### src/rtl/beat_pkg.sv
// Shared beat codes, sequencer state type and beat-length derivation for the
// four-beat instruction cycle.
package beat_pkg;

  localparam logic [1:0] BEAT_S1 = 2'd0;
  localparam logic [1:0] BEAT_A1 = 2'd1;
  localparam logic [1:0] BEAT_S2 = 2'd2;
  localparam logic [1:0] BEAT_A2 = 2'd3;

  typedef enum logic [2:0] {
    StHalt,
    StS1,
    StA1,
    StS2,
    StA2
  } beat_state_e;

  function automatic int unsigned beat_len(input int unsigned word_bits,
                                           input int unsigned blackout);
    return word_bits + blackout;
  endfunction

  // HALT reports beat code 0, same as S1.
  function automatic logic [1:0] beat_code(input beat_state_e s);
    logic [1:0] code;
    code = BEAT_S1;
    unique case (s)
      StA1:    code = BEAT_A1;
      StS2:    code = BEAT_S2;
      StA2:    code = BEAT_A2;
      default: code = BEAT_S1;
    endcase
    return code;
  endfunction

endpackage

### src/rtl/beat_digit_counter.sv
// Digit counter for one beat: wraps at BEAT_LEN-1, held at zero while halted,
// frozen while stalled.
module beat_digit_counter #(
  parameter int unsigned DIG_W    = 6,
  parameter int unsigned BEAT_LEN = 36
) (
  input  logic             clk,
  input  logic             rst_n,
  input  logic             halt,
  input  logic             stall,
  output logic [DIG_W-1:0] digit,
  output logic [DIG_W-1:0] digit_next,
  output logic             tc
);

  logic [DIG_W-1:0] digit_q;

  assign tc    = (digit_q == DIG_W'(BEAT_LEN - 1));
  assign digit = digit_q;

  always_comb begin
    digit_next = digit_q;
    if (halt) begin
      digit_next = '0;
    end else if (!stall) begin
      digit_next = tc ? '0 : digit_q + DIG_W'(1);
    end
  end

  always_ff @(posedge clk) begin
    if (!rst_n) begin
      digit_q <= '0;
    end else begin
      digit_q <= digit_next;
    end
  end

endmodule

### src/rtl/beat_sequencer.sv
// Four-beat cycle timing controller (S1, A1, S2, A2) with run/stop/single-shot control.
// Define BEAT_SEQ_STALL_EN to add the w_STALL input that freezes the sequence.
module beat_sequencer
  import beat_pkg::*;
#(
  parameter int unsigned WORD_BITS = 32,
  parameter int unsigned BLACKOUT  = 4,
  parameter int unsigned DIG_W     = 6
) (
  input  logic             w_CLK,
  input  logic             w_RSTn,
`ifdef BEAT_SEQ_STALL_EN
  input  logic             w_STALL,
`endif
  input  logic             w_RUN,
  input  logic             w_SINGLE,
  input  logic             w_STOP,
  output logic [DIG_W-1:0] b_DIGIT,
  output logic [1:0]       b_BEAT,
  output logic             w_BLACKOUT,
  output logic             w_HA,
  output logic             w_STAT_READY,
  output logic             w_CI_INC,
  output logic             w_EXEC,
  output logic             w_RUNNING
);

  localparam int unsigned BeatLen = beat_len(WORD_BITS, BLACKOUT);

  beat_state_e      state_q, state_d;
  logic             run_q;
  logic             stop_q, stop_d;
  logic             single_q, single_d;
  logic             ready_q, ready_d;
  logic             ci_q, ci_d;
  logic             exec_q, exec_d;
  logic             ha_q, ha_d;
  logic             running_q, running_d;
  logic [1:0]       beat_q, beat_d;
  logic [DIG_W-1:0] digit_next;
  logic             tc;
  logic             stall;
  logic             run_rise;
  logic             run_go;

`ifdef BEAT_SEQ_STALL_EN
  assign stall = w_STALL && (state_q != StHalt);
`else
  assign stall = 1'b0;
`endif

  assign run_rise = w_RUN && !run_q;
  assign run_go   = run_rise || (w_RUN && !stop_q);

  beat_digit_counter #(
    .DIG_W   (DIG_W),
    .BEAT_LEN(BeatLen)
  ) u_digit_counter (
    .clk       (w_CLK),
    .rst_n     (w_RSTn),
    .halt      (state_q == StHalt),
    .stall     (stall),
    .digit     (b_DIGIT),
    .digit_next(digit_next),
    .tc        (tc)
  );

  always_comb begin
    state_d  = state_q;
    stop_d   = stop_q;
    single_d = single_q;
    if (run_rise) stop_d = 1'b0;
    unique case (state_q)
      StHalt: begin
        single_d = 1'b0;
        if (run_go) begin
          state_d = StS1;
        end else if (w_SINGLE) begin
          state_d  = StS1;
          single_d = 1'b1;
        end
      end
      StS1: if (tc) state_d = StA1;
      StA1: if (tc) state_d = StS2;
      StS2: if (tc) state_d = StA2;
      StA2: begin
        if (w_STOP) stop_d = 1'b1;
        if (tc) begin
          if (stop_q || w_STOP || !w_RUN || single_q) begin
            state_d  = StHalt;
            single_d = 1'b0;
          end else begin
            state_d = StS1;
          end
        end
      end
      default: state_d = StHalt;
    endcase
    if (stall) begin
      state_d  = state_q;
      stop_d   = stop_q;
      single_d = single_q;
    end
  end

  // Strobes are decoded from the next state/digit so their registers line up with b_DIGIT.
  always_comb begin
    ready_d   = ((state_d == StA1) && (digit_next < DIG_W'(WORD_BITS))) ||
                ((state_d == StS2) && (digit_next == '0));
    ci_d      = (state_d == StS1) && (digit_next == DIG_W'(BeatLen - 1));
    exec_d    = (state_d == StA2) && (digit_next < DIG_W'(WORD_BITS));
    ha_d      = (state_d == StS2) || (state_d == StA2);
    running_d = (state_d != StHalt);
    beat_d    = beat_code(state_d);
  end

  always_ff @(posedge w_CLK) begin
    if (!w_RSTn) begin
      state_q   <= StHalt;
      run_q     <= 1'b0;
      stop_q    <= 1'b0;
      single_q  <= 1'b0;
      ready_q   <= 1'b0;
      ci_q      <= 1'b0;
      exec_q    <= 1'b0;
      ha_q      <= 1'b0;
      running_q <= 1'b0;
      beat_q    <= BEAT_S1;
    end else begin
      state_q   <= state_d;
      run_q     <= w_RUN;
      stop_q    <= stop_d;
      single_q  <= single_d;
      ready_q   <= ready_d;
      ci_q      <= ci_d;
      exec_q    <= exec_d;
      ha_q      <= ha_d;
      running_q <= running_d;
      beat_q    <= beat_d;
    end
  end

  assign b_BEAT       = beat_q;
  assign w_HA         = ha_q;
  assign w_RUNNING    = running_q;
  assign w_STAT_READY = ready_q && !stall;
  assign w_CI_INC     = ci_q && !stall;
  assign w_EXEC       = exec_q && !stall;
  assign w_BLACKOUT   = (b_DIGIT >= DIG_W'(WORD_BITS)) && running_q;

endmodule
### config.mk
export PLATFORM = sky130hd
export DESIGN_NAME = beat_sequencer
export DESIGN_NICKNAME = d
export VERILOG_FILES = /design/src/rtl/beat_pkg.sv /design/src/rtl/beat_digit_counter.sv /design/src/rtl/beat_sequencer.sv
export SDC_FILE = /design/constraint.sdc
export NUM_CORES = 1
export LEC_CHECK = 0
export ABC_AREA = 1
export CELL_PAD_IN_SITES_DETAIL_PLACEMENT = 0
export CELL_PAD_IN_SITES_GLOBAL_PLACEMENT = 1
export CORE_MARGIN = 5
export CORE_UTILIZATION = 39
export CTS_CLUSTER_DIAMETER = 150
export DETAILED_ROUTE_END_ITERATION = 8
export GPL_ROUTABILITY_DRIVEN = 0
export PLACE_DENSITY = 0.86
export SLEW_MARGIN = 5
export SYNTH_ARGS = -nofsm -noshare
export SYNTH_HDL_FRONTEND = slang
export SYNTH_HIERARCHICAL = 1
export SYNTH_SLANG_ARGS = --single-unit
### constraint.sdc
create_clock -name w_CLK -period 3.95 [get_ports w_CLK]
set_clock_uncertainty 0.1 [all_clocks]
set_input_delay 0.79 -clock w_CLK [delete_from_list [all_inputs] [get_ports w_CLK]]
set_output_delay 0.79 -clock w_CLK [all_outputs]
set_load 0.05 [all_outputs]
# After elaboration in Yosys (flattened, before gate mapping)

Cells that the tools add are included.

Bits in registers: 19
Input bits: 5
Output and inout bits: 14
Logic and storage cells: 66

Add/subtract/negate cells: 1
$lt $le $gt $ge: 2
Equal/unequal tests: 12
Multiplexer cells: 19
Reductions and logical operators: 21

Operators with widths:

| operator                                                                | count |
|---|---|
| 3-bit two-way mux                                                       | 6 |
| 3-bit one-hot mux with 5 select lines                                   | 1 |
| 3-bit by 2-bit == test with 1-bit output, second input constant         | 4 |
| 6-bit == test, second input constant                                    | 2 |
| 6-bit two-way mux                                                       | 2 |
| 1-bit two-way mux                                                       | 8 |
| 1-bit logical AND                                                       | 7 |
| 6-bit by 1-bit adder with 6-bit output, second input constant           | 1 |
| 3-bit by 1-bit == test with 1-bit output, second input constant         | 2 |
| 3-bit == test, second input constant                                    | 2 |
| 6-bit >= comparator, second input constant                              | 1 |
| 6-bit logical NOT                                                       | 1 |
| 1-bit logical OR                                                        | 6 |
| 6-bit < comparator, second input constant                               | 1 |
| 2-bit one-hot mux with 3 select lines                                   | 1 |
| 1-bit logical NOT                                                       | 3 |
| 3-bit logical NOT                                                       | 1 |
| 3-bit AND reduction                                                     | 1 |
| 3-bit nonzero test                                                      | 1 |
| 2-bit by 1-bit inequality test with 1-bit output, second input constant | 1 |
| 2-bit inequality test, second input constant                            | 1 |
| 1-bit one-hot mux with 2 select lines                                   | 1 |
| 2-bit nonzero test                                                      | 1 |

# Depth between registers and ports, before layout

Gate-level depths: netlist of the first run.

Word-level depth: 9
Gate-level depth with buffers: 11
Depth with buffers taken out: 11

# Hierarchy

The synthesis of the first run kept the hierarchy.

By module, submodules not included:

| module             | times used | cells each | area each (um^2) | sequential area each (um^2) |
|---|---|---|---|---|
| beat_sequencer     | 1          | 80         | 603.1            | 260.2 |
| beat_digit_counter | 1          | 50         | 374.1            | 120.1 |

# Least setup slack after synthesis of the first run

Ideal clock, no wire load.

Path kind: register to register
Start: register u_digit_counter.digit_q[0] (netlist: u_digit_counter/digit[0])
End: register running_q (netlist: w_RUNNING)
Setup time: 115 ps
Data arrival time: 1847 ps
Required time: 3735 ps
Path slack: 1888 ps
Stages on the path, launching flop included: 9
Path buffers: 0
Clock period less this slack: 2062 ps
Cells stage by stage: dfxtp_1 -> ha_1 -> and3_1 -> nand2_1 -> o21ai_1 -> a21oi_2 -> inv_2 -> nand2_1 -> o21a_1

Word-level cells in the longest chain between the ends: 4
Elaborated cells on any way between the ends: 7
Classes of those cells: eq/ne: 1; mux: 5; reduce/logical: 1

Ends and longest elaborated chain:

| what                                        | line                     | RTL |
|---|---|---|
| from (decl)                                 | beat_digit_counter.sv:16 | `logic [DIG_W-1:0] digit_q;` |
| from (signal assigned)                      | beat_digit_counter.sv:34 | `digit_q <= digit_next;` |
| 6-bit == test *                             | beat_digit_counter.sv:18 | `assign tc = (digit_q == DIG_W'(BEAT_LEN - 1));` |
| via tc                                      | beat_sequencer.sv:41     | `logic tc;` |
| 3-bit two-way mux, on equally long branches | -                        |  |
| 3-bit one-hot mux with 5 select lines *     | beat_sequencer.sv:73     | `unique case (state_q)` |
| 3-bit nonzero test *                        | beat_sequencer.sv:113    | `running_d = (state_d != StHalt);` |
| to (signal assigned)                        | beat_sequencer.sv:138    | `running_q <= running_d;` |
| to (decl)                                   | beat_sequencer.sv:38     | `logic running_q, running_d;` |

The timed path passes the listed nets; every way through them passes the cells marked *.
A chain may end at the register's enable or synchronous reset.

# Worst setup path in the final report of the first run

Start: register u_digit_counter.digit_q[0] (netlist: u_digit_counter/digit[0])
End: output b_DIGIT[0]

RTL lines:

| what      | line                 | RTL |
|---|---|---|
| to (decl) | beat_sequencer.sv:18 | `output logic [DIG_W-1:0] b_DIGIT,` |

No word-level cell between the ends.

==> results.py, run 1 <==
metrics = {
    "grt": {
        "grt_pass1_vias": 783,
        "grt_busiest_layer": "met2",
        "use_met2_pct": 19.14,
        "grtUsageTotal_pct": 12.61,
        "grt_use_met3_pct": 5.400,
        "grt_overflow_total": 0,
        "grt_pass1_wl_um": 3470,
        "grt_util_met1_pct": 16.93,
        "antenna_found_initial": 0,
        "grt_max_degree": 11,
    },
    "yosys": {
        "synth.distinct_cells": 29,
        "ys_async_sr_fraction_pct": 0,
        "synth-seq-cells": 19,
        "synth-main-ff-cell": "dfxtp_1",
        "yosys_warnings": 6,
        "yosysTopAreaCell": "dfxtp_1",
        "syn_area_um2": 977.2,
        "yosysMostFrequentCell": "nand2_1",
        "synthTopCellsByArea": "dfxtp_1 39%, nand2_1 8.1%, nor2_1 6.5%, inv_1 5.0%, nand2_4 4.6%",
        "synth_top_area_share_pct": 38.92,
        "synthTopCellsByCount": "21 x nand2_1, 19 x dfxtp_1, 17 x nor2_1",
        "synth-seq-area-share_pct": 38.92,
        "synth_cells": 130,
        "synth_area_per_cell_um2": 7.517,
        "synth_edf_count": 0,
    },
    "sta": {
        "hold_viol_final": 0,
        "rsz0062_at_grt": "no",
        "slew-limit-headroom_pct": 65.99,
        "setup_violations": 0,
        "drv_slew": 0,
        "tns_ps": 0,
        "tightest_slew_ps": 508.6,
        "max_clock_freq_ghz": 0.4011,
        "fin_crit_sh_pct": 63.12,
        "finalCriticalPeriod_ps": 2493,
    },
    "pwr": {
        "finalPower_uw": 346.3,
        "ir_worst_vdd_mv": 0.2885,
        "p_leak_uw": 0.0005387,
        "power_density_mw_per_mm2": 281.8,
    },
    "die": {
        "rows": 18,
        "core_mm2": 0.002432,
        "dieArea_mm2": 0.003607,
        "initial_core_util_pct": 40.17,
        "ios": 19,
        "fp.dieH_um": 60.06,
        "die_w_um": 60.06,
    },
    "setup_path": {
        "slowest_delay_ps": 850,
        "cp_max_fo": 4,
        "crit_family": "buffers and inverters",
        "path_class": "reg -> out",
        "cp_cell_sequence": "clkdlybuf4s50_1",
        "critical-path-slowest-cell": "clkdlybuf4s50_1",
        "cp-start-kind": "flip-flop",
        "crit_required_ps": 3060,
        "critPathArrivalTime_ps": 1600,
        "setup.worst_path.end_class": "output pin",
        "path_buf_inv": 1,
    },
    "cts": {
        "clock_tree.htree_level_count": 1,
        "cts_buffers": 3,
        "cts_resized": 0,
        "clockRootBuffer": "clkbuf_4",
        "clkTransAtPathRegs_ps": 110,
        "cts.path.max_buffers": 2,
        "ctsHoldBuffers": 0,
        "cts.sinks": 19,
        "clk_latency_ps": 300,
        "cts_tree": "built",
        "cts_setup_buffers": 0,
    },
    "outcome": {
        "status": "finished clean",
    },
    "placement": {
        "dp_hpwl_um": 1610,
        "io_buffers": 18,
        "place_inst": 180,
    },
    "detailed_routing": {
        "via_count": 856,
        "drt_wl_total_um": 2000,
        "dr.pass1.iters": 4,
        "drc_errors": 0,
        "drtIter0Drc": 19,
        "routed_via_density": 4.652,
        "routedWlPerCell_um": 10.87,
        "postRouteAntennaNets": 0,
    },
    "hold_path": {
        "min_path_type": "reg -> reg",
    },
    "cells_and_area": {
        "num-nets-final": 161,
        "area_growth_pct": 25.74,
        "n_antenna_cell": 0,
        "drive_gt1_share_pct": 18.18,
        "stdcell_count": 184,
    },
    "job": {
        "max_cap_viol_count": 0,
    },
}
-- placed cells by master, fill, tap and decap left out, types with 2 or more instances in the layout --
cell type,n
nor2_1,17
inv_1,13
dfxtp_1,19
nand2_4,4
nand4_1,3
a21oi_2,2
xor2_1,2
nand2_1,21
inv_2,6
o21ai_1,2
nand2_2,4
a21oi_1,8
nor3_2,3
nor4_1,2
nand3_2,2
conb_1,3
nor3_1,4
clkbuf_4,3
clkdlybuf4s50_1,18
nand3_1,6
-- sequential cells by signal, summed over array words and instances, names as in the netlist --
name,count
b_BEAT,2
state_q,3
w_HA,1
u_digit_counter/digit,6
w_CI_INC,1
run_q,1
w_STAT_READY,1
stop_q,1
single_q,1
w_RUNNING,1
w_EXEC,1
-- power breakdown --
group          internal, uW  switching, uW
logic                  16.5           31.9
clock network          39.4           60.3
registers               195           2.78
total                   251           95.0
-- kinds of logic after synthesis --
| kind of cell | Yosys count | share of synthesized area, % |
|---|---|---|
| simple gates | 72 | 39.69 |
| buf+inv | 19 | 7.298 |
| compound gates | 16 | 10.63 |
| flops | 19 | 38.92 |
| other cells | 1 | 0.3838 |
| fa+ha+maj | 1 | 1.280 |
| xor+xnor | 2 | 1.793 |
-- metrics by stage --
stage	util (%)	worst slack, ps	area [um2]	hold WS, ps
6_report	50.51	1457	1229	386.7
5_1_grt	50.51	1369	1229	411.1
4_1_cts	50.51	1437	1229	388.5
3_5_place_dp	49.43	1718	1202	373.4
3_3_place_gp	49.43	1734	1202	377.7
2_1_floorplan	-	1888	984.7	350.0
-- worst min-delay path: cells and delay by family (launching register included) --
| family | cells | cell delay (ps) |
|---|---|---|
| AOI/OAI and AO/OA | 2 | 130 |
| DFF | 1 | 330 |
-- area by class of cell --
| type | instances | area [um2] |
|---|---|---|
| Clock buffer | 4 | 26.28 |
| Fill cell | 266 | 1204 |
| Inverter | 19 | 71.32 |
| Multi-Input combinational cell | 94 | 533.0 |
| Sequential cell | 19 | 380.4 |
| Tap cell | 30 | 37.54 |
| Timing Repair Buffer | 18 | 180.2 |
-- layer usage --
layer,up-vias,routed length (um)
met5,-,0
met4,0,17
met3,2,165
met2,16,842
met1,376,975
li1,462,-
-- path summary, 6_finish.rpt --
check | from | to | slack [ps] | cells past startpoint
worst max-delay path | u_digit_counter/digit[0] | b_DIGIT[0] | 1460 | 1
worst min-delay path | single_q | single_q | 390 | 2
worst min register to register | single_q | single_q | 390 | 2
worst max register to register | u_digit_counter/digit[0] | w_RUNNING | 2060 | 6
Power figures use the tool's default switching activity.
==> inputs of run 2 (changes only) <==
Settings changed: CORE_UTILIZATION 39 to 36, PLACE_DENSITY 0.86 to 0.8.
Clock period 3.95 ns to 2.5 ns, I/O delays scaled along.
==> run 2 against run 1 <==
Net effect: flip-flop and latch count did not move; count of clock-buffer cells in the layout fell by 1; total power rose by 58%; die area rose by 6.9%; register-to-register slack got worse by 1600 ps; worst hold slack improved by 3.0 ps.
==> results.py, run 2 (synthesis gave the netlist of run 1 again) <==
metrics = {
    "cts": {
        "cts_resized": 0,
        "clock_tree.htree_level_count": 1,
        "cts.sinks": 19,
        "cts.path.max_buffers": 2,
        "cts_setup_buffers": 0,
        "clkTransAtPathRegs_ps": 110,
        "clk_latency_ps": 290,
        "ctsHoldBuffers": 0,
        "cts_tree": "built",
        "cts_buffers": 3,
        "clockRootBuffer": "clkbuf_4",
    },
    "pwr": {
        "ir_worst_vdd_mv": 0.2066,
        "netSwitchingFraction_pct": 27.46,
        "seqPwrFrac_pct": 57.3,
        "pwr-share-comb_pct": 14.5,
        "p_int_uw": 396.3,
        "netSwitchingPower_uw": 150.0,
        "clockPowerShare_pct": 28.1,
        "p_leak_uw": 0.0005461,
        "power_density_mw_per_mm2": 441.4,
    },
    "cells_and_area": {
        "area_growth_pct": 26.63,
        "drive_gt1_share_pct": 19.35,
        "n_antenna_cell": 0,
        "design_area_mm2": 0.001237,
        "layout_commonest_cell": "nand2_1",
        "largest_reg_flops": 6,
        "final_cell_mix": "21 x nand2_1, 19 x dfxtp_1, 18 x clkdlybuf4s50_1",
        "num-nets-final": 162,
    },
    "hold_path": {
        "min_path_type": "reg -> reg",
    },
    "detailed_routing": {
        "dr.pass1.iters": 4,
        "postRouteAntennaNets": 0,
        "routed_via_density": 4.757,
        "drtIter0Drc": 25,
        "via_count": 880,
        "routedWlPerCell_um": 11.57,
        "drt_wl_total_um": 2140,
        "drc_errors": 0,
    },
    "placement": {
        "dp_hpwl_um": 1750,
        "detailed_place.area_mm2": 0.001210,
        "io_buffers": 18,
    },
    "sta": {
        "hold_ws_ps": 389.7,
        "fin_crit_sh_pct": 87.97,
        "slew-limit-headroom_pct": 65.52,
        "max_clock_freq_ghz": 0.4547,
        "hold_viol_final": 0,
        "setup_violations": 0,
        "drv_slew": 0,
        "tightest_slew_ps": 515.6,
        "tns_ps": 0,
        "finalCriticalPeriod_ps": 2199,
        "rsz0062_at_grt": "no",
    },
    "die": {
        "ios": 19,
        "initial_core_util_pct": 38.40,
        "rows": 18,
        "dieArea_mm2": 0.003856,
        "die_w_um": 62.10,
        "fp.dieH_um": 62.10,
        "core_mm2": 0.002545,
    },
    "setup_path": {
        "cp-start-kind": "flip-flop",
        "crit_required_ps": 1900,
        "setup.worst_path.end_class": "output pin",
        "cp_max_fo": 4,
        "critPathArrivalTime_ps": 1600,
        "path_class": "reg -> out",
    },
    "grt": {
        "grtUsageTotal_pct": 11.50,
        "antenna_found_initial": 0,
        "grt_pass1_vias": 851,
        "grt_overflow_total": 0,
        "grt_max_degree": 12,
        "grt_pass1_wl_um": 3746,
    },
    "job": {
        "max_cap_viol_count": 0,
    },
    "outcome": {
        "status": "finished clean",
    },
}
==> run 2: cell types whose count changed in the layout (fill, tap and decap cells not counted), sizes merged <==
cell / previous run / this run
clkbuf: 4 / 3
clkinv: 0 / 1
buf: 0 / 1
==> run 2: routing by layer <==
metal / routed length, um / GRT usage, % / part of all wire, % / up-vias
li1: - / - / - / 465
met1: 999 / 13.96 / 47 / 401
met5: 0 / 0 / 0 / -
met2: 1064 / 19.69 / 50 / 12
met4: 16 / 4.878 / 0.75 / 0
met3: 60 / 1.978 / 2.8 / 2
==> run 2: area by class of cell <==
cell class                 count  area [um2]
inverter                      19       71.32
multi-input combinational     94       533.0
tap                           30       37.54
clock inverter                 1       5.005
sequential                    19       380.4
fill                         281        1308
clock buffer                   3       22.52
timing repair buffer          19       187.7
==> run 2: worst paths after layout <==
check / from / endpoint / slack [ps] / cells past startpoint
setup / recovery: u_digit_counter/digit[5] / w_BLACKOUT / 300 / 3
hold / removal: single_q / single_q / 390 / 2
setup reg to reg: u_digit_counter/digit[0] / w_RUNNING / 510 / 6
hold reg to reg: single_q / single_q / 390 / 2
==> run 2: stage by stage <==
step | instances | worst slack, ps | util [%] | total power [uW]
final | 185 | 300.7 | 48.62 | 546.3
after global routing | 185 | 224.5 | 48.62 | 574.3
after CTS | 185 | 272.5 | 48.62 | 552.3
after detailed placement | 181 | 553.2 | 47.54 | 399.8
after global placement | 181 | 577.5 | 47.54 | 399.3
after floorplan | 132 | 438.2 | - | 374.4
==> run 2: power groups by stage <==
stage	logic [uW]	clock network [uW]	registers, uW
after CTS	80.0	159	313
after detailed placement	79.5	0	320
final	79.3	154	313
after floorplan	44.0	0	330
after global routing	87.6	173	314
after global placement	79.1	0	320
==> run 2: critical path: stages (launching register included) <==
cell and delay, ps:
dfxtp_1 390, nand2_1 70, inv_1 40, clkdlybuf4s50_1 800
